[config.mk]
export PLATFORM = sky130hd
export DESIGN_NAME = pipeline_stall_controller_flat
export DESIGN_NICKNAME = d
export VERILOG_FILES = /design/src/rtl/mips_pkg.sv /design/src/rtl/pipeline_stall_controller_if.sv /design/src/rtl/pipeline_stall_controller_md_latency_counter.sv /design/src/rtl/pipeline_stall_controller.sv /design/src/flat_wrapper.sv
export SDC_FILE = /design/constraint.sdc
export NUM_CORES = 1
export LEC_CHECK = 0
export ABC_CLOCK_PERIOD_IN_PS = 2600
export BUFFER_PORTS_ARGS = -buffer_cell sky130_fd_sc_hd__buf_2
export CAP_MARGIN = 20
export CORE_MARGIN = 5
export CORE_UTILIZATION = 30
export DETAILED_ROUTE_END_ITERATION = 6
export SLEW_MARGIN = 20
export SYNTH_ARGS = -nofsm -noshare
export SYNTH_HDL_FRONTEND = slang
export SYNTH_SLANG_ARGS = --single-unit
export TNS_END_PERCENT = 1
[constraint.sdc]
create_clock -name i_clk -period 2.6 [get_ports i_clk]
set_input_delay 0.39 -clock i_clk [delete_from_list [all_inputs] [get_ports i_clk]]
set_output_delay 0.39 -clock i_clk [all_outputs]
set_load 0.02 [all_outputs]
[src/rtl/mips_pkg.sv]
`default_nettype none
// +----------------------------------------------------------------------+
// | mips_pkg : shared types and constants for the stall controller.      |
// | Revision : 1.0                                                       |
// +----------------------------------------------------------------------+
package mips_pkg;

    localparam int c_DEFAULT_MUL_CYCLES = 4;
    localparam int c_DEFAULT_DIV_CYCLES = 32;
    localparam int c_CNT_W              = 6;

    typedef enum logic [0:0] {
        RUN     = 1'b0,
        MD_BUSY = 1'b1
    } md_state_t;

endpackage
`default_nettype wire

[src/rtl/pipeline_stall_controller_if.sv]
`default_nettype none
// +----------------------------------------------------------------------+
// | pipeline_stall_controller_if : ID/EX hazard inputs and the pipeline  |
// | control outputs. Revision : 1.0                                      |
// +----------------------------------------------------------------------+
interface pipeline_stall_controller_if;

    logic [4:0]  i_id_rs;
    logic [4:0]  i_id_rt;
    logic        i_id_uses_rt;
    logic        i_id_uses_hilo;
    logic        i_id_md_op;
    logic        i_id_md_div;
    logic [4:0]  i_ex_rd;
    logic        i_ex_memRead;
    logic        i_ex_branch_taken;
    logic        i_ex_jump;
    logic        o_pc_en;
    logic        o_ifid_en;
    logic        o_ifid_flush;
    logic        o_idex_flush;
    logic        o_md_start;
    logic        o_md_busy;
    logic [15:0] o_stall_cnt;

    modport slave (
        input  i_id_rs, i_id_rt, i_id_uses_rt, i_id_uses_hilo, i_id_md_op,
               i_id_md_div, i_ex_rd, i_ex_memRead, i_ex_branch_taken, i_ex_jump,
        output o_pc_en, o_ifid_en, o_ifid_flush, o_idex_flush, o_md_start,
               o_md_busy, o_stall_cnt
    );

    modport master (
        output i_id_rs, i_id_rt, i_id_uses_rt, i_id_uses_hilo, i_id_md_op,
               i_id_md_div, i_ex_rd, i_ex_memRead, i_ex_branch_taken, i_ex_jump,
        input  o_pc_en, o_ifid_en, o_ifid_flush, o_idex_flush, o_md_start,
               o_md_busy, o_stall_cnt
    );

endinterface
`default_nettype wire

[src/rtl/pipeline_stall_controller_md_latency_counter.sv]
`default_nettype none
// +----------------------------------------------------------------------+
// | md_latency_counter : loadable down-counter timing the HI/LO unit.    |
// | Revision : 1.0                                                       |
// +----------------------------------------------------------------------+
module md_latency_counter
    import mips_pkg::*;
#(
    parameter int CNT_W = c_CNT_W
) (
    input  wire logic             i_clk,
    input  wire logic             i_rst_n,
    input  wire logic             i_load,
    input  wire logic [CNT_W-1:0] i_load_value,
    input  wire logic             i_dec,
    output logic                  o_last
);

    logic [CNT_W-1:0] r_count;

    always_ff @(posedge i_clk) begin
        if (!i_rst_n) begin
            r_count <= '0;
        end else if (i_load) begin
            r_count <= i_load_value;
        end else if (i_dec && (r_count != '0)) begin
            r_count <= r_count - CNT_W'(1);
        end
    end

    assign o_last = (r_count == CNT_W'(1));

endmodule
`default_nettype wire

[src/rtl/pipeline_stall_controller.sv]
`default_nettype none
// +----------------------------------------------------------------------+
// | pipeline_stall_controller : load-use / HI-LO hazard stalls, redirect |
// | flushes and mult/div latency tracking. Revision : 1.0                |
// +----------------------------------------------------------------------+
module pipeline_stall_controller
    import mips_pkg::*;
#(
    parameter int MUL_CYCLES = c_DEFAULT_MUL_CYCLES,
    parameter int DIV_CYCLES = c_DEFAULT_DIV_CYCLES
) (
    input  wire logic              i_clk,
    input  wire logic              i_rst_n,
    pipeline_stall_controller_if.slave bus
);

    localparam logic [c_CNT_W-1:0] c_MUL_LOAD = c_CNT_W'(MUL_CYCLES);
    localparam logic [c_CNT_W-1:0] c_DIV_LOAD = c_CNT_W'(DIV_CYCLES);

    md_state_t   r_state;
    md_state_t   w_state_next;
    logic [15:0] r_stall_cnt;
    logic        w_lu;
    logic        w_rd;
    logic        w_mh;
    logic        w_busy;
    logic        w_last;
    logic        w_load;
    logic        w_dec;
    logic        w_pc_en;
    logic        w_ifid_en;
    logic        w_ifid_flush;
    logic        w_idex_flush;
    logic        w_md_start;

    assign w_lu = bus.i_ex_memRead && (bus.i_ex_rd != 5'd0) &&
                  ((bus.i_ex_rd == bus.i_id_rs) ||
                   (bus.i_id_uses_rt && (bus.i_ex_rd == bus.i_id_rt)));
    assign w_rd   = bus.i_ex_branch_taken || bus.i_ex_jump;
    assign w_busy = (r_state == MD_BUSY);
    assign w_mh   = w_busy && (bus.i_id_uses_hilo || bus.i_id_md_op);

    always_comb begin
        w_pc_en      = 1'b1;
        w_ifid_en    = 1'b1;
        w_ifid_flush = 1'b0;
        w_idex_flush = 1'b0;
        w_md_start   = 1'b0;
        w_load       = 1'b0;
        w_dec        = 1'b0;
        w_state_next = r_state;
        if (!i_rst_n) begin
            w_pc_en      = 1'b0;
            w_ifid_en    = 1'b0;
            w_ifid_flush = 1'b1;
            w_idex_flush = 1'b1;
        end else begin
            if (w_rd) begin
                w_ifid_flush = 1'b1;
                w_idex_flush = 1'b1;
            end else if (w_mh || w_lu) begin
                w_pc_en      = 1'b0;
                w_ifid_en    = 1'b0;
                w_idex_flush = 1'b1;
            end
            // A redirect never aborts an operation already in flight.
            case (r_state)
                RUN: begin
                    if (bus.i_id_md_op && !w_rd && !w_lu) begin
                        w_md_start   = 1'b1;
                        w_load       = 1'b1;
                        w_state_next = MD_BUSY;
                    end
                end
                MD_BUSY: begin
                    w_dec = 1'b1;
                    if (w_last) begin
                        w_state_next = RUN;
                    end
                end
                default: w_state_next = RUN;
            endcase
        end
    end

    always_ff @(posedge i_clk) begin
        if (!i_rst_n) begin
            r_state <= RUN;
        end else begin
            r_state <= w_state_next;
        end
    end

    always_ff @(posedge i_clk) begin
        if (!i_rst_n) begin
            r_stall_cnt <= '0;
        end else if (!w_pc_en && (r_stall_cnt != 16'hFFFF)) begin
            r_stall_cnt <= r_stall_cnt + 16'd1;
        end
    end

    md_latency_counter #(
        .CNT_W (c_CNT_W)
    ) u_md_latency_counter (
        .i_clk        (i_clk),
        .i_rst_n      (i_rst_n),
        .i_load       (w_load),
        .i_load_value (bus.i_id_md_div ? c_DIV_LOAD : c_MUL_LOAD),
        .i_dec        (w_dec),
        .o_last       (w_last)
    );

    assign bus.o_pc_en      = w_pc_en;
    assign bus.o_ifid_en    = w_ifid_en;
    assign bus.o_ifid_flush = w_ifid_flush;
    assign bus.o_idex_flush = w_idex_flush;
    assign bus.o_md_start   = w_md_start;
    assign bus.o_md_busy    = w_busy && i_rst_n;
    assign bus.o_stall_cnt  = r_stall_cnt;

endmodule
`default_nettype wire

[src/flat_wrapper.sv]
// flat-port wrapper written by rule: the top's interface ports become plain ports
module pipeline_stall_controller_flat import mips_pkg::*;
#(
    parameter int MUL_CYCLES = c_DEFAULT_MUL_CYCLES,
    parameter int DIV_CYCLES = c_DEFAULT_DIV_CYCLES
)
  (i_clk, i_rst_n, bus_i_id_rs, bus_i_id_rt, bus_i_id_uses_rt, bus_i_id_uses_hilo, bus_i_id_md_op, bus_i_id_md_div, bus_i_ex_rd, bus_i_ex_memRead, bus_i_ex_branch_taken, bus_i_ex_jump, bus_o_pc_en, bus_o_ifid_en, bus_o_ifid_flush, bus_o_idex_flush, bus_o_md_start, bus_o_md_busy, bus_o_stall_cnt);
  pipeline_stall_controller_if bus_i ();
  input  wire logic i_clk;
  input  wire logic i_rst_n;
  input wire logic [$bits(bus_i.i_id_rs)-1:0] bus_i_id_rs;
  input wire logic [$bits(bus_i.i_id_rt)-1:0] bus_i_id_rt;
  input wire logic [$bits(bus_i.i_id_uses_rt)-1:0] bus_i_id_uses_rt;
  input wire logic [$bits(bus_i.i_id_uses_hilo)-1:0] bus_i_id_uses_hilo;
  input wire logic [$bits(bus_i.i_id_md_op)-1:0] bus_i_id_md_op;
  input wire logic [$bits(bus_i.i_id_md_div)-1:0] bus_i_id_md_div;
  input wire logic [$bits(bus_i.i_ex_rd)-1:0] bus_i_ex_rd;
  input wire logic [$bits(bus_i.i_ex_memRead)-1:0] bus_i_ex_memRead;
  input wire logic [$bits(bus_i.i_ex_branch_taken)-1:0] bus_i_ex_branch_taken;
  input wire logic [$bits(bus_i.i_ex_jump)-1:0] bus_i_ex_jump;
  output wire logic [$bits(bus_i.o_pc_en)-1:0] bus_o_pc_en;
  output wire logic [$bits(bus_i.o_ifid_en)-1:0] bus_o_ifid_en;
  output wire logic [$bits(bus_i.o_ifid_flush)-1:0] bus_o_ifid_flush;
  output wire logic [$bits(bus_i.o_idex_flush)-1:0] bus_o_idex_flush;
  output wire logic [$bits(bus_i.o_md_start)-1:0] bus_o_md_start;
  output wire logic [$bits(bus_i.o_md_busy)-1:0] bus_o_md_busy;
  output wire logic [$bits(bus_i.o_stall_cnt)-1:0] bus_o_stall_cnt;
  assign bus_i.i_id_rs = bus_i_id_rs;
  assign bus_i.i_id_rt = bus_i_id_rt;
  assign bus_i.i_id_uses_rt = bus_i_id_uses_rt;
  assign bus_i.i_id_uses_hilo = bus_i_id_uses_hilo;
  assign bus_i.i_id_md_op = bus_i_id_md_op;
  assign bus_i.i_id_md_div = bus_i_id_md_div;
  assign bus_i.i_ex_rd = bus_i_ex_rd;
  assign bus_i.i_ex_memRead = bus_i_ex_memRead;
  assign bus_i.i_ex_branch_taken = bus_i_ex_branch_taken;
  assign bus_i.i_ex_jump = bus_i_ex_jump;
  assign bus_o_pc_en = bus_i.o_pc_en;
  assign bus_o_ifid_en = bus_i.o_ifid_en;
  assign bus_o_ifid_flush = bus_i.o_ifid_flush;
  assign bus_o_idex_flush = bus_i.o_idex_flush;
  assign bus_o_md_start = bus_i.o_md_start;
  assign bus_o_md_busy = bus_i.o_md_busy;
  assign bus_o_stall_cnt = bus_i.o_stall_cnt;
  pipeline_stall_controller #(.MUL_CYCLES(MUL_CYCLES), .DIV_CYCLES(DIV_CYCLES)) u_core (.i_clk(i_clk), .i_rst_n(i_rst_n), .bus(bus_i));
endmodule
==> results.rst, run 1 <==
.. list-table::
   :header-rows: 1

   * - Metric
     - Value
   * - Drt initial violations
     - 90
   * - Worst Slack Setup Final
     - 0.400 ns
   * - Final count of pins violating max slew
     - 0
   * - Half-perimeter wire length after placement
     - between 2000 and 2500 um
   * - Post-CTS setup buffer count
     - 0
   * - Total I/O pin count
     - 46
   * - Share of post-route cells with drive strength above 1
     - 0.272
   * - Die H
     - 77.3 um
   * - Signed area change from the synthesized netlist to the final layout
     - 21.8%
   * - Fraction of the cycle the final worst path needs
     - 0.846
   * - Transition at the pin with the smallest max-transition slack
     - approximately 0.54 ns
   * - Total global-route track usage
     - 0.104
   * - Total negative slack for setup checks
     - 0 ns
   * - Flop2flop setup slack
     - between 0.4 and 0.5 ns
   * - Synthesized cell area
     - 0.00136 mm^2
   * - Post-synthesis sequential element count
     - 23
   * - Final setup vio count
     - 0
   * - Post-placement setup slack
     - 0.321 ns
   * - Pre-antenna DRT Iters
     - 4
   * - Average wire length per cell after detail routing
     - 11.9 um
   * - CTS H-tree depth
     - 1
   * - Total Routed Length
     - 3060 um
   * - Via density
     - around 5.0
   * - Endpoint class of the critical path
     - flop
   * - Reported net switching power
     - 155 uW
   * - Number of sinks driven by the clock tree
     - 23
   * - First-pass GRT wire length
     - 5370 um
   * - Required time of the worst setup path
     - roughly 2.8 ns
   * - Clock network latency to the later pin of the worst-skew pair
     - ~0.26 ns
   * - Number of buffers added by the clock tree synthesis step
     - 3
   * - Register clock-pin slew on the reported worst setup and hold paths
     - approximately 0.08 ns
   * - FILL cells
     - 464
   * - Number of non-filler instances in the completed layout
     - 258
   * - Clock power share
     - 0.328
   * - Final core utilization
     - 0.377
   * - Die Width
     - 77.3 um
   * - Ordered list of cells on the worst path
     - ha_1 -> and3_4 -> a311o_1 -> o21a_4 -> or4_1 -> a21oi_1
   * - Sw Share
     - 0.237
   * - Worst Path Max Fanout
     - 27
   * - Yosys cell types
     - 39
   * - Power per unit of standard cell area
     - 397 mW/mm^2
   * - Buffers & Inverters on Critical Path
     - 0
   * - Initial cell density of the core
     - 0.310
   * - Setup crit start kind
     - flop
   * - Cell count after synthesis
     - 162
   * - Primary FF master, synth
     - sky130_fd_sc_hd__dfxtp_1
   * - Cell depth of the worst flop-to-flop path
     - 6
   * - Number of nets in the layout
     - 235
   * - Internal portion of total power
     - 500 uW
   * - Async S/R FF share, synth
     - 0
   * - TritonCTS clock tree
     - built
   * - Post-placement cell count
     - about 250
   * - Hold path cells
     - 2
   * - Post-Syn Area per Cell
     - 8.38 um^2
   * - Data arrival at the endpoint of the critical path
     - 2.39 ns
   * - Maximum ir drop on the vdd rail
     - 217 uV
   * - # hold bufs at CTS
     - 0
   * - Vias in the first global route
     - 1176
   * - Quantity of gates resized following cts
     - 0
   * - Beginning of the worst hold path
     - bus_i_id_md_div
   * - Placer congestion estimate
     - 0.693
   * - Port Buffer Count
     - 45
   * - Largest buffer count on any clock path
     - 2
   * - Congestion Overflow GR
     - 0
   * - Post-Synthesis Net Count
     - 190
   * - Final routed DRC violation total
     - 0
   * - ANT cells
     - 0
   * - Combinational cell fraction of total power
     - 0.125
   * - Register share of total power
     - 0.547
   * - Die Area
     - 0.00597 mm^2
   * - Number of antenna violations at the first check in global routing
     - 0
   * - Upper clock frequency limit
     - 0.455 GHz
   * - Max cap viols
     - 0
   * - Setup repair after global routing missed its margin
     - no
   * - Core area
     - ~0.0044 mm^2
   * - Clock Skew
     - ~0.0099 ns
   * - Relative slew slack
     - 0.634
   * - Leakage component of the power
     - 0.670 nW
   * - Min-delay worst type
     - input port to flop
   * - EDFF count, synth
     - 0
   * - Delay of the slowest cell on the worst path
     - 0.53 ns
   * - Sequential-to-total area share from yosys stat
     - 0.339
   * - Final Critical Period
     - ~2.2 ns
   * - Worst reg2reg path startpoint
     - u_core.bus.o_stall_cnt[0]$_SDFFE_PN0P_
   * - Largest net degree at the start of global routing
     - 28
   * - Total design power
     - 656 uW
   * - Capture endpoint of the worst hold path
     - u_core.u_md_latency_counter.r_count[2]$_SDFFE_PN0P_
   * - Outcome
     - finished clean
   * - Reg2reg end
     - u_core.bus.o_stall_cnt[13]$_SDFFE_PN0P_
   * - Top Family by Delay on Critical Path
     - compound AO/OA/AOI/OAI gates
   * - Number of antenna-violating nets in the routed design
     - 0
   * - Total vias in the final route
     - ~1300
   * - CTS Root Buffer Type
     - sky130_fd_sc_hd__clkbuf_8
   * - Crit Path Class
     - flop to flop
   * - Final Hold Vio Count
     - 0
   * - Count of warnings emitted by yosys
     - 0
   * - Number of placement rows
     - 24
   * - Slowest-stage cell, CP
     - sky130_fd_sc_hd__or4_1
-- metrics by stage --
| step | cell area (um^2) | hold WS (ns) |
|---|---|---|
| 2_1_floorplan | 1360 | 0.488 |
| 3_3_place_gp | 1610 | 0.476 |
| 3_5_place_dp | 1610 | 0.486 |
| 4_1_cts | 1650 | 0.321 |
| 5_1_grt | 1650 | 0.334 |
| 6_report | 1650 | 0.329 |
-- cell usage in the layout (no fill, tap or decap), drive strengths merged, types with 2 or more instances in the layout --
cell,n
o31ai,5
mux2i,5
nor4,3
nand2,18
a311o,2
xnor2,5
nand4,4
dfxtp,23
or3,8
and4,2
nand3,3
o21ai,11
clkbuf,4
buf,46
nor3,6
nand2b,2
inv,5
a21oi,13
and3,2
xor2,11
ha,4
or4,5
nor2,11
-- cell usage after synthesis (all sizes together) (2+ instances only) --
master / n / area share
nand2: 18 / 0.050
or3: 8 / 0.037
mux2i: 5 / 0.037
and3: 2 / 0.013
xor2: 11 / 0.071
o21ai: 11 / 0.041
nand3: 3 / 0.011
nor2: 11 / 0.030
or4: 5 / 0.028
and4: 2 / 0.015
nor3: 6 / 0.026
buf: 4 / 0.026
a21oi: 13 / 0.048
inv: 5 / 0.014
dfxtp: 23 / 0.34
a311o: 2 / 0.016
nor4: 3 / 0.014
xnor2: 5 / 0.032
o31ai: 5 / 0.028
nand2b: 2 / 0.0092
ha: 4 / 0.037
nand4: 4 / 0.018
-- how the worst max path moves through the flow --
stage                                                      start                                 endpoint  slack [ns]  cells past startpoint
after global routing      u_core.bus.o_stall_cnt[0]$_SDFFE_PN0P_  u_core.bus.o_stall_cnt[13]$_SDFFE_PN0P_        0.26                      6
after floorplan                                   bus_i_ex_rd[0]                              bus_o_pc_en        0.37                      5
after CTS                 u_core.bus.o_stall_cnt[0]$_SDFFE_PN0P_  u_core.bus.o_stall_cnt[13]$_SDFFE_PN0P_        0.40                      6
after global placement                            bus_i_ex_rd[3]  u_core.bus.o_stall_cnt[13]$_SDFFE_PN0P_        0.36                      7
after detailed placement                          bus_i_ex_rd[3]  u_core.bus.o_stall_cnt[13]$_SDFFE_PN0P_        0.32                      7
final                     u_core.bus.o_stall_cnt[0]$_SDFFE_PN0P_  u_core.bus.o_stall_cnt[13]$_SDFFE_PN0P_        0.40                      6
-- power groups by stage --
stage | logic [mW] | registers [mW] | clock network (mW)
3_5_place_dp | 0.0826 | 0.367 | 0
6_report | 0.0821 | 0.359 | 0.215
3_3_place_gp | 0.0823 | 0.367 | 0
5_1_grt | 0.0928 | 0.360 | 0.239
4_1_cts | 0.0831 | 0.359 | 0.226
2_1_floorplan | 0.0507 | 0.367 | 0
-- cells by family after synthesis --
| logic type | share of synthesized area |
|---|---|
| AND/OR/NAND/NOR | 0.260 |
| AO/OA/AOI/OAI | 0.171 |
| flip-flops | 0.339 |
| XOR/XNOR | 0.103 |
| buffers and inverters | 0.0525 |
| multiplexers | 0.0369 |
| adder cells (fa/ha/maj) | 0.0369 |
-- sequential cells by signal, indices dropped and copies added (netlist names) --
name and flops:
u_core.bus.o_stall_cnt 16, u_core.r_state 1, u_core.u_md_latency_counter.r_count 6
-- per-layer routing --
layer  routed length (um)  vias to the layer above  share of wire  GRT usage
met5                    0                        -              0          0
met3                  241                        2          0.079     0.0269
met4                   18                        0         0.0059     0.0258
li1                     -                      676              -          -
met2                 1300                       40           0.42      0.159
met1                 1500                      570           0.49      0.144
-- final cells by class --
cell class | count | area, um^2 | share of cell area
Multi-Input combinational cell | 127 | 826 | 0.500
Inverter | 6 | 23.8 | 0.0144
Tap cell | 52 | 65.1 | 0.0394
Clock buffer | 4 | 45.0 | 0.0273
Timing Repair Buffer | 46 | 233 | 0.141
Sequential cell | 23 | 460 | 0.279
(Power assumes the default switching activity.)
==> run 2: changes to the inputs <==
ABC_AREA = 1   (was not set)
ABC_CLOCK_PERIOD_IN_PS = 1800   (was 2600)
clock period = 1.8 ns   (was 2.6 ns; I/O delays follow)
==> results.rst, run 2 <==
.. list-table::
   :header-rows: 1

   * - Metric
     - Value
   * - Total placed instance area
     - between 0.0015 and 0.002 mm^2
   * - CTS H-tree depth
     - 1
   * - Max cap viols
     - 0
   * - Most repeated cell in the gate-level netlist after synthesis
     - sky130_fd_sc_hd__nand2_1
   * - Pre-antenna DRT Iters
     - 4
   * - Post-Syn Area per Cell
     - between 6 and 7 um^2
   * - Largest net degree at the start of global routing
     - 18
   * - Post-route cell area
     - 0.00204 mm^2
   * - Die H
     - 83.5 um
   * - Sequential-to-total area share from yosys stat
     - 0.284
   * - Cell count after synthesis
     - 249
   * - Placer congestion estimate
     - 0.945
   * - Flip-flop count of the largest register after layout
     - 16
   * - Outcome
     - finished clean
   * - Average wire length per cell after detail routing
     - 10.8 um
   * - Data arrival at the endpoint of the critical path
     - 1.84 ns
   * - Total vias in the final route
     - about 1700
   * - Die Area
     - 0.00697 mm^2
   * - Worst Path Max Fanout
     - 17
   * - Worst hold margin
     - approximately 0.36 ns
   * - CTS Root Buffer Type
     - sky130_fd_sc_hd__clkbuf_8
   * - EDFF count, synth
     - 0
   * - Number of sinks driven by the clock tree
     - 23
   * - Required time of the worst setup path
     - 2.00 ns
   * - Signed area change from the synthesized netlist to the final layout
     - 26.0%
   * - Register clock-pin slew on the reported worst setup and hold paths
     - 0.09 ns
   * - Initial cell density of the core
     - 0.313
   * - Total global-route track usage
     - 0.114
   * - Yosys top cell area share
     - 0.284
   * - Commonest cells after routing, fill and taps aside
     - sky130_fd_sc_hd__nand2_1 (67), sky130_fd_sc_hd__buf_2 (45), sky130_fd_sc_hd__inv_1 (27), sky130_fd_sc_hd__nand3_1 (26)
   * - Half-perimeter wire length after placement
     - 3190 um
   * - Total negative slack for setup checks
     - 0 ns
   * - Final setup vio count
     - 0
   * - Via density
     - 4.45
   * - Count of warnings emitted by yosys
     - 0
   * - Clock network latency to the later pin of the worst-skew pair
     - 0.27 ns
   * - Number of buffers added by the clock tree synthesis step
     - 3
   * - Drt initial violations
     - between 60 and 70
   * - Yosys cell types
     - 29
   * - ANT cells
     - 0
   * - Fraction of the cycle the final worst path needs
     - 0.908
   * - Top post-synthesis cells by count
     - sky130_fd_sc_hd__nand2_1 (67), sky130_fd_sc_hd__inv_1 (27), sky130_fd_sc_hd__nand3_1 (26)
   * - # hold bufs at CTS
     - 0
   * - Number of nets in the layout
     - 334
   * - Primary FF master, synth
     - sky130_fd_sc_hd__dfxtp_1
   * - Vias in the first global route
     - 1522
   * - Die Width
     - 83.5 um
   * - Total I/O pin count
     - 46
   * - Maximum ir drop on the vdd rail
     - 233 uV
   * - Port Buffer Count
     - 45
   * - Transition at the pin with the smallest max-transition slack
     - 0.521 ns
   * - Final routed DRC violation total
     - 0
   * - Number of antenna violations at the first check in global routing
     - 0
   * - Clock Skew
     - 0.00521 ns
   * - Final Critical Period
     - 1.63 ns
   * - Total Routed Length
     - around 4000 um
   * - Endpoint class of the critical path
     - flop
   * - Number of placement rows
     - 26
   * - Most common library cell in the layout ignoring fill and taps
     - sky130_fd_sc_hd__nand2_1
   * - Share of post-route cells with drive strength above 1
     - 0.259
   * - Final count of pins violating max slew
     - 0
   * - Congestion Overflow GR
     - 0
   * - Core area
     - 0.00517 mm^2
   * - Setup repair after global routing missed its margin
     - no
   * - TritonCTS clock tree
     - built
   * - Setup crit start kind
     - flop
   * - Synthesized cell area
     - 0.00162 mm^2
   * - Power per unit of standard cell area
     - about 510 mW/mm^2
   * - First-pass GRT wire length
     - 6720 um
   * - Leakage component of the power
     - 0.986 nW
   * - Crit Path Class
     - flop to flop
   * - Min-delay worst type
     - input port to flop
   * - Number of antenna-violating nets in the routed design
     - 0
   * - Async S/R FF share, synth
     - 0
   * - Upper clock frequency limit
     - about 0.6 GHz
   * - Relative slew slack
     - 0.652
   * - Largest buffer count on any clock path
     - 2
   * - Cell accounting for the most synthesized area
     - sky130_fd_sc_hd__dfxtp_1
   * - Top cells by area, synth
     - sky130_fd_sc_hd__dfxtp_1 (28%), sky130_fd_sc_hd__nand2_1 (16%), sky130_fd_sc_hd__nand3_1 (8.0%), sky130_fd_sc_hd__inv_1 (6.3%), sky130_fd_sc_hd__nor2_1 (5.3%)
   * - Final Hold Vio Count
     - 0
   * - Post-synthesis sequential element count
     - 23
   * - Post-Synthesis Net Count
     - around 280
## run 2: final timing paths
kind                                      startpoint                                             endpoint  slack, ns  cells after the start
min                                  bus_i_id_md_div  u_core.u_md_latency_counter.r_count[5]$_SDFFE_PN0P_       0.36                      5
min reg2reg  u_core.bus.o_stall_cnt[15]$_SDFFE_PN0P_              u_core.bus.o_stall_cnt[15]$_SDFFE_PN0P_       0.51                      2
max           u_core.bus.o_stall_cnt[0]$_SDFFE_PN0P_               u_core.bus.o_stall_cnt[7]$_SDFFE_PN0P_       0.17                      9
max reg2reg   u_core.bus.o_stall_cnt[0]$_SDFFE_PN0P_               u_core.bus.o_stall_cnt[7]$_SDFFE_PN0P_       0.17                      9
## run 2: cell families after synthesis
group	Yosys count	share of synthesized area
and+or+nand+nor	140	0.404
adders and majority gates	4	0.0309
buffers and inverters	39	0.103
AOI/OAI and AO/OA	25	0.0803
DFF	23	0.284
xor gates and xnor gates	18	0.0973
## run 2: through the flow
step	cells	worst slack, ns	total power, mW	utilization
after floorplan	249	0.0292	0.652	-
after global placement	371	0.164	0.717	0.384
after detailed placement	371	0.142	0.718	0.384
after CTS	375	0.120	1.06	0.393
after global routing	375	0.00390	1.11	0.395
final	375	0.165	1.05	0.395
## run 2: timing repair
action	4_1_cts	5_1_grt
resized for setup	0	1
buffers inserted	0	0
endpoints found under the setup margin	0	11
## run 2: critical path: stages (launching register included)
cell                      delay [ns]
sky130_fd_sc_hd__dfxtp_1        0.36
sky130_fd_sc_hd__ha_1           0.22
sky130_fd_sc_hd__nand3_2        0.13
sky130_fd_sc_hd__nor2_4         0.12
sky130_fd_sc_hd__nand2_2        0.07
sky130_fd_sc_hd__nor2_4         0.11
sky130_fd_sc_hd__nand2_4        0.16
sky130_fd_sc_hd__nand2_8        0.19
sky130_fd_sc_hd__nand2_1        0.06
sky130_fd_sc_hd__a21oi_1        0.13
## run 2: cell type report
type	instances	area (um^2)
fillers	561	3130
clock buffers	3	41.3
repair buffers	58	323
clock inverters	1	5.00
inverters	33	124
multi-input cells	187	1000
well taps	70	87.6
flip-flops and latches	23	460
## run 2: report_power, final
group	switching (mW)	total [mW]	internal, mW
Combinational	0.107	0.182	0.0745
Clock	0.188	0.343	0.155
Sequential	0.00729	0.524	0.517
Total	0.302	1.05	0.747
## run 2: metal layers
metal	vias up	global-route usage	wire, um
li1	897	-	-
met1	740	0.143	1910
met2	23	0.192	1930
met3	7	0.0237	125
met4	0	0.0395	68
met5	-	0	0
